===== src/rtl/conv_sequencer.sv =====
// Control FSM rastering a convolution window over an image: fetch window,
// fire the MAC, capture its result and write it to the output buffer.
module conv_sequencer #(
  parameter int IMAGE_WIDTH  = 5,
  parameter int IMAGE_HEIGHT = 5,
  parameter int FILTER_SIZE  = 3,
  parameter int OUT_W        = IMAGE_WIDTH - FILTER_SIZE + 1,
  parameter int OUT_H        = IMAGE_HEIGHT - FILTER_SIZE + 1,
  parameter int ADDR_W       = 8,
  parameter int TIMEOUT      = 15
) (
  input  logic              clk,
  input  logic              rst,
  input  logic              start,
  input  logic              abort,
  output logic              busy,
  output logic              done,
  output logic              error,
  output logic [7:0]        win_row,
  output logic [7:0]        win_col,
  output logic              win_req,
  input  logic              win_ack,
  output logic              mult_en,
  input  logic [15:0]       result_in,
  input  logic              result_valid_in,
  output logic              out_we,
  output logic [ADDR_W-1:0] out_addr,
  output logic [15:0]       out_data
);

  localparam int CNT_W = $clog2(TIMEOUT + 1);

  typedef enum logic [2:0] {
    IDLE,
    FETCH,
    ISSUE,
    WAIT,
    WRITE,
    DONE
  } state_t;

  state_t           state, state_nx;
  logic [CNT_W-1:0] wait_cnt;
  logic             last_col;
  logic             last_pos;
  logic             timeout_hit;

  assign last_col    = (win_col == 8'(OUT_W - 1));
  assign last_pos    = last_col && (win_row == 8'(OUT_H - 1));
  assign timeout_hit = (wait_cnt == CNT_W'(TIMEOUT));

  always_comb begin
    state_nx = state;
    unique case (state)
      IDLE:  if (start) state_nx = FETCH;
      FETCH: if (win_ack) state_nx = ISSUE;
      ISSUE: state_nx = WAIT;
      WAIT: begin
        if (result_valid_in)  state_nx = WRITE;
        else if (timeout_hit) state_nx = DONE;
      end
      WRITE:   state_nx = last_pos ? DONE : FETCH;
      DONE:    state_nx = IDLE;
      default: state_nx = IDLE;
    endcase
    if (abort) state_nx = IDLE;
  end

  always_ff @(posedge clk or negedge rst) begin
    if (!rst) state <= IDLE;
    else      state <= state_nx;
  end

  // Strobes are decoded from the next state so every output is a flop
  // that is already valid in the first cycle of the state it belongs to.
  always_ff @(posedge clk or negedge rst) begin
    if (!rst) begin
      busy     <= 1'b0;
      done     <= 1'b0;
      error    <= 1'b0;
      win_req  <= 1'b0;
      mult_en  <= 1'b0;
      out_we   <= 1'b0;
      win_row  <= '0;
      win_col  <= '0;
      out_addr <= '0;
      out_data <= '0;
      wait_cnt <= '0;
    end else begin
      busy     <= (state_nx != IDLE);
      win_req  <= (state_nx == FETCH);
      mult_en  <= (state_nx == ISSUE);
      out_we   <= (state_nx == WRITE);
      done     <= (state_nx == DONE);
      wait_cnt <= (state == WAIT) ? wait_cnt + 1'b1 : '0;

      if (state == IDLE && state_nx == FETCH) begin
        win_row <= '0;
        win_col <= '0;
        error   <= 1'b0;
      end

      if (state == WAIT && state_nx == DONE) error <= 1'b1;

      if (state == WAIT && state_nx == WRITE) begin
        out_data <= result_in;
        out_addr <= ADDR_W'(32'(win_row) * OUT_W + 32'(win_col));
      end

      if (state == WRITE && !abort) begin
        if (last_col) begin
          win_col <= '0;
          win_row <= last_pos ? '0 : win_row + 8'd1;
        end else begin
          win_col <= win_col + 8'd1;
        end
      end
    end
  end

endmodule

===== config.mk =====
export PLATFORM = sky130hd
export DESIGN_NAME = conv_sequencer
export DESIGN_NICKNAME = d
export VERILOG_FILES = /design/src/rtl/conv_sequencer.sv
export SDC_FILE = /design/constraint.sdc
export NUM_CORES = 1
export LEC_CHECK = 0
export ABC_AREA = 1
export ABC_CLOCK_PERIOD_IN_PS = 2800
export CORE_AREA = 2 2 96 98
export CTS_CLUSTER_SIZE = 8
export DETAILED_ROUTE_END_ITERATION = 16
export DIE_AREA = 0 0 98 100
export SETUP_SLACK_MARGIN = 0.15
export SYNTH_ARGS = -nofsm -noshare
export SYNTH_HDL_FRONTEND = slang
export SYNTH_SLANG_ARGS = --single-unit

===== constraint.sdc =====
create_clock -name clk -period 2.8 [get_ports clk]
set_clock_uncertainty 0.15 [all_clocks]
set_input_delay 0.56 -clock clk [delete_from_list [all_inputs] [get_ports clk]]
set_output_delay 0.56 -clock clk [all_outputs]
set_load 0.01 [all_outputs]

# [After elaboration in Yosys (flattened, before gate mapping)]
# Index checks and enable logic that the tools add are counted.
[totals] output_inout_bits=46 elab_cells=55 ff_bits=53 input_bits=22
[classes] multipliers=1 n_eq_ne=11 n_reduce_logical=10 n_mux=17 addsub=4
[ops] cell="8-bit 2-to-1 mux" count=7
[ops] cell="3-bit 2-to-1 mux" count=6
[ops] cell="8-bit by 1-bit adder with 8-bit output, second input constant" count=2
[ops] cell="8-bit by 2-bit == test with 1-bit output, second input constant" count=2
[ops] cell="3-bit one-hot mux with 5 select lines" count=1
[ops] cell="3-bit by 2-bit == test with 1-bit output, second input constant" count=3
[ops] cell="3-bit == test, second input constant" count=3
[ops] cell="8-bit adder" count=1
[ops] cell="8-bit by 2-bit multiplier with 8-bit output, second input constant" count=1
[ops] cell="3-bit by 1-bit == test with 1-bit output, second input constant" count=2
[ops] cell="1-bit logical AND" count=5
[ops] cell="4-bit by 1-bit adder with 4-bit output, second input constant" count=1
[ops] cell="4-bit == test, second input constant" count=1
[ops] cell="4-bit 2-to-1 mux" count=1
[ops] cell="2-bit nonzero test" count=2
[ops] cell="3-bit zero test" count=1
[ops] cell="3-bit nonzero test" count=1
[ops] cell="1-bit 2-to-1 mux" count=2
[ops] cell="1-bit zero test" count=1

# [Logic depth before layout (Yosys ltp)]
# Gate-level depths: netlist (run 1).
[logic_depth] word_depth=10 ltp_mapped=15 mapped_depth_nobuf=14

# [Worst setup path before layout (run 1)]
# Ideal clock, no wire load.
[synth_timing] path_kind="flip-flop to flip-flop" from="register win_row[0]" to="register out_addr[7]" synth_period_minus_slack_ns=2.383 stages_incl_launch_ff=10 required_time_ns=2.528 path_slack_ns=0.417 path_buffers=0 setup_time_ns=0.122 arrival_ns=2.112 cell_sequence="dfrtp_1 fa_1 ha_1 inv_1 fa_1 inv_1 nand4_1 nand3_1 xor2_1 o21ai_1"
[synth_via] elab_chain_len=7 elab_cells_between_ends=9 cone_classes="add/sub: 1; mul: 1; eq/ne: 2; mux: 3; reduce/logical: 2"
[synth_lines] item="from (decl)" line_no="19" text="output logic [7:0] win_row,"
[synth_lines] item="from (signal assigned)" line_no="113" text="win_row <= last_pos ? '0 : win_row + 8'd1;"
[synth_lines] item="parallel branches: the longest is 7 deep, another holds 8-bit by 2-bit multiplier with 8-bit output"
[synth_lines] item="to (signal assigned)" line_no="107" text="out_addr <= ADDR_W'(32'(win_row) * OUT_W + 32'(win_col));"
[synth_lines] item="to (decl)" line_no="27" text="output logic [ADDR_W-1:0] out_addr,"
# Several ways; the timed one is not identified.
# A chain may end at the register's enable or synchronous reset.

# [Worst setup path after layout (run 1)]
[layout_timing] from="register win_row[1]" to="register out_addr[7]"
# Same word-level chain as after synthesis.

==> metrics.md, run 1 <==
| Metric | Value |
|---|---|
| Vias in the first global route | `2404` |
| GR Overflow Total | `0` |
| Crit-path max cell delay | `0.55 ns` |
| Top-count cell post-synth | `nand2_1` |
| Starting Density | `33.4%` |
| Synth top area cells | `dfrtp_1 (45%), nand2_1 (14%), ha_1 (8.4%)` |
| Initial antenna violation count | `0` |
| Power density cells | `437 nW/um2` |
| Final setup violation count | `0` |
| Sw frac | `25.9%` |
| Worst rel slew slack | `55.4%` |
| Worst-margin pin slew | `0.669 ns` |
| Yosys warning count | `0` |
| Slew Limit Fails | `0` |
| Unrepaired setup endpoints after global routing | `false` |
| Final hold vios | `0` |
| Largest net degree at the start of global routing | `54` |
| First-pass GRT wire length | `11400 um` |
| Drt pass-1 iters | `6` |
| Peak supply drop | `180 uV` |
| PortBufs | `67` |
| Cell taking the most area after synthesis | `dfrtp_1` |
| CP Data Arrival Time | `2.54 ns` |
| Wirelength per Cell | `12.6 um` |
| Worst Path Max Fanout | `7` |
| Status | `complete, no violations` |
| Async SR Flop Fraction | `100%` |
| ANT nets after route | `0` |
| CTS tree | `yes` |
| Top-area cell type share of the netlist area | `44.7%` |
| Tot GR Track Use | `14.2%` |
| Worst skew pair latency | `0.30 ns` |
| Vias | `2428` |
| H-tree level count | `2` |
| CP required | `2.84 ns` |
| Slowest cell on crit path | `fa_1` |
| Final setup TNS | `0 ns` |
| Max-Cap Viols | `0` |
| Dpl cells | `515` |
| Clock-pin slew on the worst setup and hold paths | `0.10 ns` |
| Post-synthesis cell type count | `32` |
| Crit-path leading delay family | `adder cells` |
| Chip width | `98 um` |
| Full die area | `9800 um2` |
| Post-cts resize count | `0` |
| Post-synthesis sequential area ratio | `44.7%` |
| Avg Inst Size Synth | `8.81 um2` |
| WL final | `6580 um` |
| DRC | `0` |
| Via-to-Cell Ratio | `4.64` |
| Setup bufs post-CTS | `0` |
| Die H | `100 um` |
| Crit end category | `register` |
| Core area | `8890 um2` |
| CTS sink cnt | `53` |
| Total Power | `1.70 mW` |
| Post-Syn Instances | `337` |
| Critical path type | `reg -> reg` |
| DP Wirelength | `4920 um` |
| Finished Layout Cells | `523` |
| Initial drt markers | `83` |
| Root buffer cell | `clkbuf_8` |
| P_leak | `1.99 nW` |
| Prevailing post-synth register cell | `dfrtp_1` |
| Hold-fix buffer count after cts | `0` |
| Clock share of power | `31.3%` |
| Layout cells sized above 1 | `8.25%` |
| Crit path buf inv count | `2` |
| Seq cells post-synth | `53` |
| Routability cong. | `0.817` |
| Critical path origin | `win_row[1]` |
| Post-synthesis cell area | `2970 um2` |
| Setup crit start kind | `register` |
| Internal power | `1.26 mW` |
| CTS Buf Count | `5` |
| Critical path, cell by cell | `fa_1, ha_1, inv_1, fa_1, inv_1, nand4_1, nand3_1, xor2_1, o21ai_1` |
| Post-synth EDFFs | `0` |
| Site Rows | `35` |
| Tightest Hold Check Type | `in -> async` |
| # diodes | `0` |
| Io pins | `68` |
| Post-synth top cells | `nand2_1 (109), dfrtp_1 (53), nand3_1 (37)` |
| Fmax | `0.400 GHz` |
| Worst R2R Start | `win_row[1]` |
| Seq pwr share | `51.0%` |
| Min cycle time layout | `2.50 ns` |
| CTS Buffer Depth | `2` |
| Switching power total | `440 uW` |
| Nets | `460` |
| Crit share post-route | `89.3%` |
| Syn Nets | `386` |
| Logic gate share of total power | `17.7%` |
| P&R area growth vs syn | `30.6%` |
## registers in the layout (all words and copies together) (netlist names)
signal	count
error	1
wait_cnt	4
win_col	8
out_we	1
win_req	1
state	3
out_addr	8
win_row	8
done	1
mult_en	1
out_data	16
busy	1
## power groups by stage
stage	Sequential [mW]	Combinational [mW]	Clock, mW
floorplan	0.903	0.0956	0
global placement	0.879	0.299	0
detailed placement	0.880	0.305	0
CTS	0.865	0.306	0.545
global route	0.876	0.328	0.583
finish	0.865	0.300	0.531
## routing by layer
layer	track usage [%]	part of all wire [%]	vias to the layer above
li1	-	-	1233
met1	18.5	47	1137
met2	24.2	48	53
met3	2.86	4.3	5
met4	4.17	1.1	0
met5	0	0	-
## worst paths after layout
| check | end | slack, ns | cells past startpoint |
|---|---|---|---|
| hold / removal | win_row[7] | 0.22 | 2 |
| min in group clk | wait_cnt[0] | 0.32 | 1 |
| setup reg to reg | out_addr[7] | 0.30 | 9 |
| hold reg to reg | wait_cnt[0] | 0.32 | 1 |
| setup / recovery | out_addr[7] | 0.30 | 9 |
| max in group asynchronous | error | 1.84 | 2 |
## metrics by stage
stage | utilization [%] | instance area, um2 | hold slack [ns] | setup WS [ns]
5_1_grt | 43.6 | 3880 | 0.278 | 0.179
4_1_cts | 43.6 | 3880 | 0.243 | 0.280
3_5_place_dp | 42.4 | 3770 | 0.314 | 0.299
2_1_floorplan | - | 2970 | 0.114 | 0.417
3_3_place_gp | 42.4 | 3770 | 0.297 | 0.340
6_report | 43.6 | 3880 | 0.216 | 0.300
## cells in the final DEF (no fill, tap or decap), drive strengths merged, types with 5 or more instances in the layout
| cell type | Yosys | routed |
|---|---|---|
| a21oi | 5 | 5 |
| buf | 5 | 6 |
| clkbuf | 0 | 5 |
| clkdlybuf4s50 | 0 | 66 |
| dfrtp | 53 | 53 |
| fa | 7 | 7 |
| ha | 20 | 20 |
| inv | 32 | 33 |
| nand2 | 114 | 114 |
| nand3 | 39 | 39 |
| nand4 | 10 | 10 |
| nor2 | 20 | 20 |
| o21ai | 9 | 9 |
| xor2 | 10 | 10 |
## cell type report
type / count / area [um2]
clock buffer: 5 / 68.8
sequential: 53 / 1330
multi-input combinational: 246 / 1470
timing repair buffer: 72 / 703
tap: 111 / 139
fill: 878 / 5010
clock inverter: 3 / 43.8
inverter: 33 / 128
## cell families (layout without fill, tap and decap cells)
logic type / count (synthesis) / after routing / share of synthesized area (%)
fa+ha+maj: 27 / 27 / 13.1
buf+inv: 38 / 113 / 5.81
flops: 53 / 53 / 44.7
compound gates: 19 / 19 / 3.79
xor+xnor: 12 / 12 / 3.54
simple gates: 188 / 188 / 29.1
## worst reg2reg max path: stages, from the launching register on
cell	delay (ns)
dfrtp_1	0.51
fa_1	0.55
ha_1	0.19
inv_1	0.07
fa_1	0.41
inv_1	0.09
nand4_1	0.10
nand3_1	0.10
xor2_1	0.15
o21ai_1	0.08
No activity file was read; power rests on OpenSTA's default activity.
==> inputs of run 2 (changes only) <==
CELL_PAD_IN_SITES_DETAIL_PLACEMENT = 0   (was unset)
CELL_PAD_IN_SITES_GLOBAL_PLACEMENT = 1   (was unset)
CORE_AREA = 2 2 93 95   (was 2 2 96 98)
DIE_AREA = 0 0 95 97   (was 0 0 98 100)
PLACE_DENSITY_LB_ADDON = 0.1   (was unset)
==> metrics.md, run 2 (synthesis gave the netlist of run 1 again) <==
| Metric | Value |
|---|---|
| Nets | `460` |
| WL final | `6830 um` |
| Setup bufs post-CTS | `0` |
| Worst flop-to-flop path endpoint | `out_addr[7]` |
| Slowest cell on crit path | `fa_1` |
| Final hold vios | `0` |
| WL met1 | `3200 um` |
| Final setup TNS | `0 ns` |
| CP required | `2.84 ns` |
| Uppermost routed layer | `met4` |
| Area of the multi-input gates | `1470 um2` |
| CP Data Arrival Time | `2.50 ns` |
| Most common cell after layout, fill and taps aside | `nand2_1` |
| Worst hold slack | `0.0842 ns` |
| Dpl cells | `509` |
| Fmax | `0.407 GHz` |
| Logic gate share of total power | `17.8%` |
| Critical path type | `reg -> reg` |
| Filler Cell Count | `805` |
| Sw frac | `25.6%` |
| Seq pwr share | `51.2%` |
| Worst skew pair latency | `0.30 ns` |
| Vias in the first global route | `2384` |
| ANT nets after route | `0` |
| Via-to-Cell Ratio | `4.69` |
| Worst-margin pin slew | `0.579 ns` |
| Min cycle time layout | `2.46 ns` |
| CTS tree | `yes` |
| Routed wl met2 | `3270 um` |
| Worst R2R Start | `win_row[1]` |
| Full die area | `9220 um2` |
| Vias | `2424` |
| Peak supply drop | `231 uV` |
| Crit share post-route | `87.7%` |
| Most frequent cells in the layout | `nand2_1 (109), clkdlybuf4s50_1 (66), dfrtp_1 (53), nand3_1 (37), inv_1 (30)` |
| Power density cells | `437 nW/um2` |
| PortBufs | `67` |
| Drt pass-1 iters | `5` |
| DP Wirelength | `5150 um` |
| Site Rows | `33` |
| P&R area growth vs syn | `30.3%` |
| Initial antenna violation count | `0` |
| Tot GR Track Use | `15.9%` |
| Root buffer cell | `clkbuf_8` |
| Largest Register | `out_data` |
| Hold-fix buffer count after cts | `0` |
| P_leak | `1.98 nW` |
| R2R setup slack | `0.34 ns` |
| Largest net degree at the start of global routing | `25` |
| Initial drt markers | `113` |
| H-tree level count | `2` |
| DRC | `0` |
| Layout cells sized above 1 | `8.01%` |
| Routability cong. | `0.844` |
| Status | `complete, no violations` |
| Core area | `8130 um2` |
| GR Overflow Total | `0` |
| Finished Layout Cells | `517` |
| Worst rel slew slack | `61.4%` |
| Final setup violation count | `0` |
| Setup crit start kind | `register` |
| CTS Buffer Depth | `2` |
| Crit end category | `register` |
| Slew Limit Fails | `0` |
| Die H | `97 um` |
| Post-cts resize count | `0` |
| Clock-pin slew on the worst setup and hold paths | `0.10 ns` |
| Worst Path Max Fanout | `7` |
| Switching power total | `433 uW` |
| Chip width | `95 um` |
| Clock share of power | `31.0%` |
| Io pins | `68` |
| Starting Density | `36.5%` |
| CTS sink cnt | `53` |
| R2r worst-path depth | `9` |
| Max-Cap Viols | `0` |
| Critical path, cell by cell | `fa_1, ha_1, inv_1, fa_1, inv_1, nand4_1, nand3_1, xor2_1, o21ai_1` |
| Crit-path max cell delay | `0.55 ns` |
| Routed wl met3 | `303 um` |
| Wirelength per Cell | `13.2 um` |
| Internal power | `1.26 mW` |
| CTS Buf Count | `5` |
| First-pass GRT wire length | `11700 um` |
| Max reg flops | `16` |
| Unrepaired setup endpoints after global routing | `false` |
| Sequential cell area | `1330 um2` |
| # diodes | `0` |
| Tightest Hold Check Type | `in -> async` |
run 2: cell types whose count changed in the layout (fill, tap and decap cells not counted):
cell / delta
clkinv_2: -1
clkbuf_1: +1
inv_6: -1
clkinv_4: +1
run 2: final cells by class:
cell class	count	share of cell area, %
Clock buffer	6	1.87
Clock inverter	2	1.00
Inverter	33	3.30
Multi-Input combinational cell	246	38.0
Sequential cell	53	34.3
Tap cell	105	3.39
Timing Repair Buffer	72	18.2
run 2: worst max-delay path, delay by kind of cell, from the launching register on:
family / cells / cell delay (ns)
xor gates and xnor gates: 1 / 0.14
buffers and inverters: 2 / 0.15
DFF: 1 / 0.50
and+or+nand+nor: 2 / 0.20
adders and majority gates: 3 / 1.13
AOI/OAI and AO/OA: 1 / 0.07
run 2: worst max path at each step:
stage	from	endpoint	slack, ns	cells past startpoint
after floorplan	win_row[0]	out_addr[7]	0.42	9
after global placement	win_row[1]	out_addr[7]	0.42	9
after detailed placement	win_row[1]	out_addr[7]	0.37	9
after CTS	win_row[1]	out_addr[7]	0.34	9
after global routing	win_row[1]	out_addr[7]	0.19	9
final	win_row[1]	out_addr[7]	0.34	9
run 2: per-stage QoR:
step	area (um2)	utilization (%)	power, mW	setup WS [ns]
3_5_place_dp	3760	46.2	1.19	0.371
6_report	3870	47.6	1.69	0.345
4_1_cts	3870	47.6	1.71	0.337
5_1_grt	3870	47.6	1.78	0.186
2_1_floorplan	2970	-	0.999	0.417
3_3_place_gp	3760	46.2	1.19	0.416
run 2: routing by layer:
| metal | vias up | GRT usage, % |
|---|---|---|
| met5 | - | 0 |
| met4 | 0 | 3.34 |
| met3 | 4 | 2.88 |
| met2 | 47 | 24.9 |
| met1 | 1145 | 22.9 |
| li1 | 1228 | - |
run 2: power groups by stage:
| stage | Combinational, mW | Clock, mW | Sequential (mW) |
|---|---|---|---|
| floorplan | 0.0956 | 0 | 0.903 |
| global placement | 0.306 | 0 | 0.880 |
| detailed placement | 0.308 | 0 | 0.879 |
| CTS | 0.309 | 0.541 | 0.865 |
| global route | 0.336 | 0.573 | 0.872 |
| finish | 0.301 | 0.524 | 0.865 |
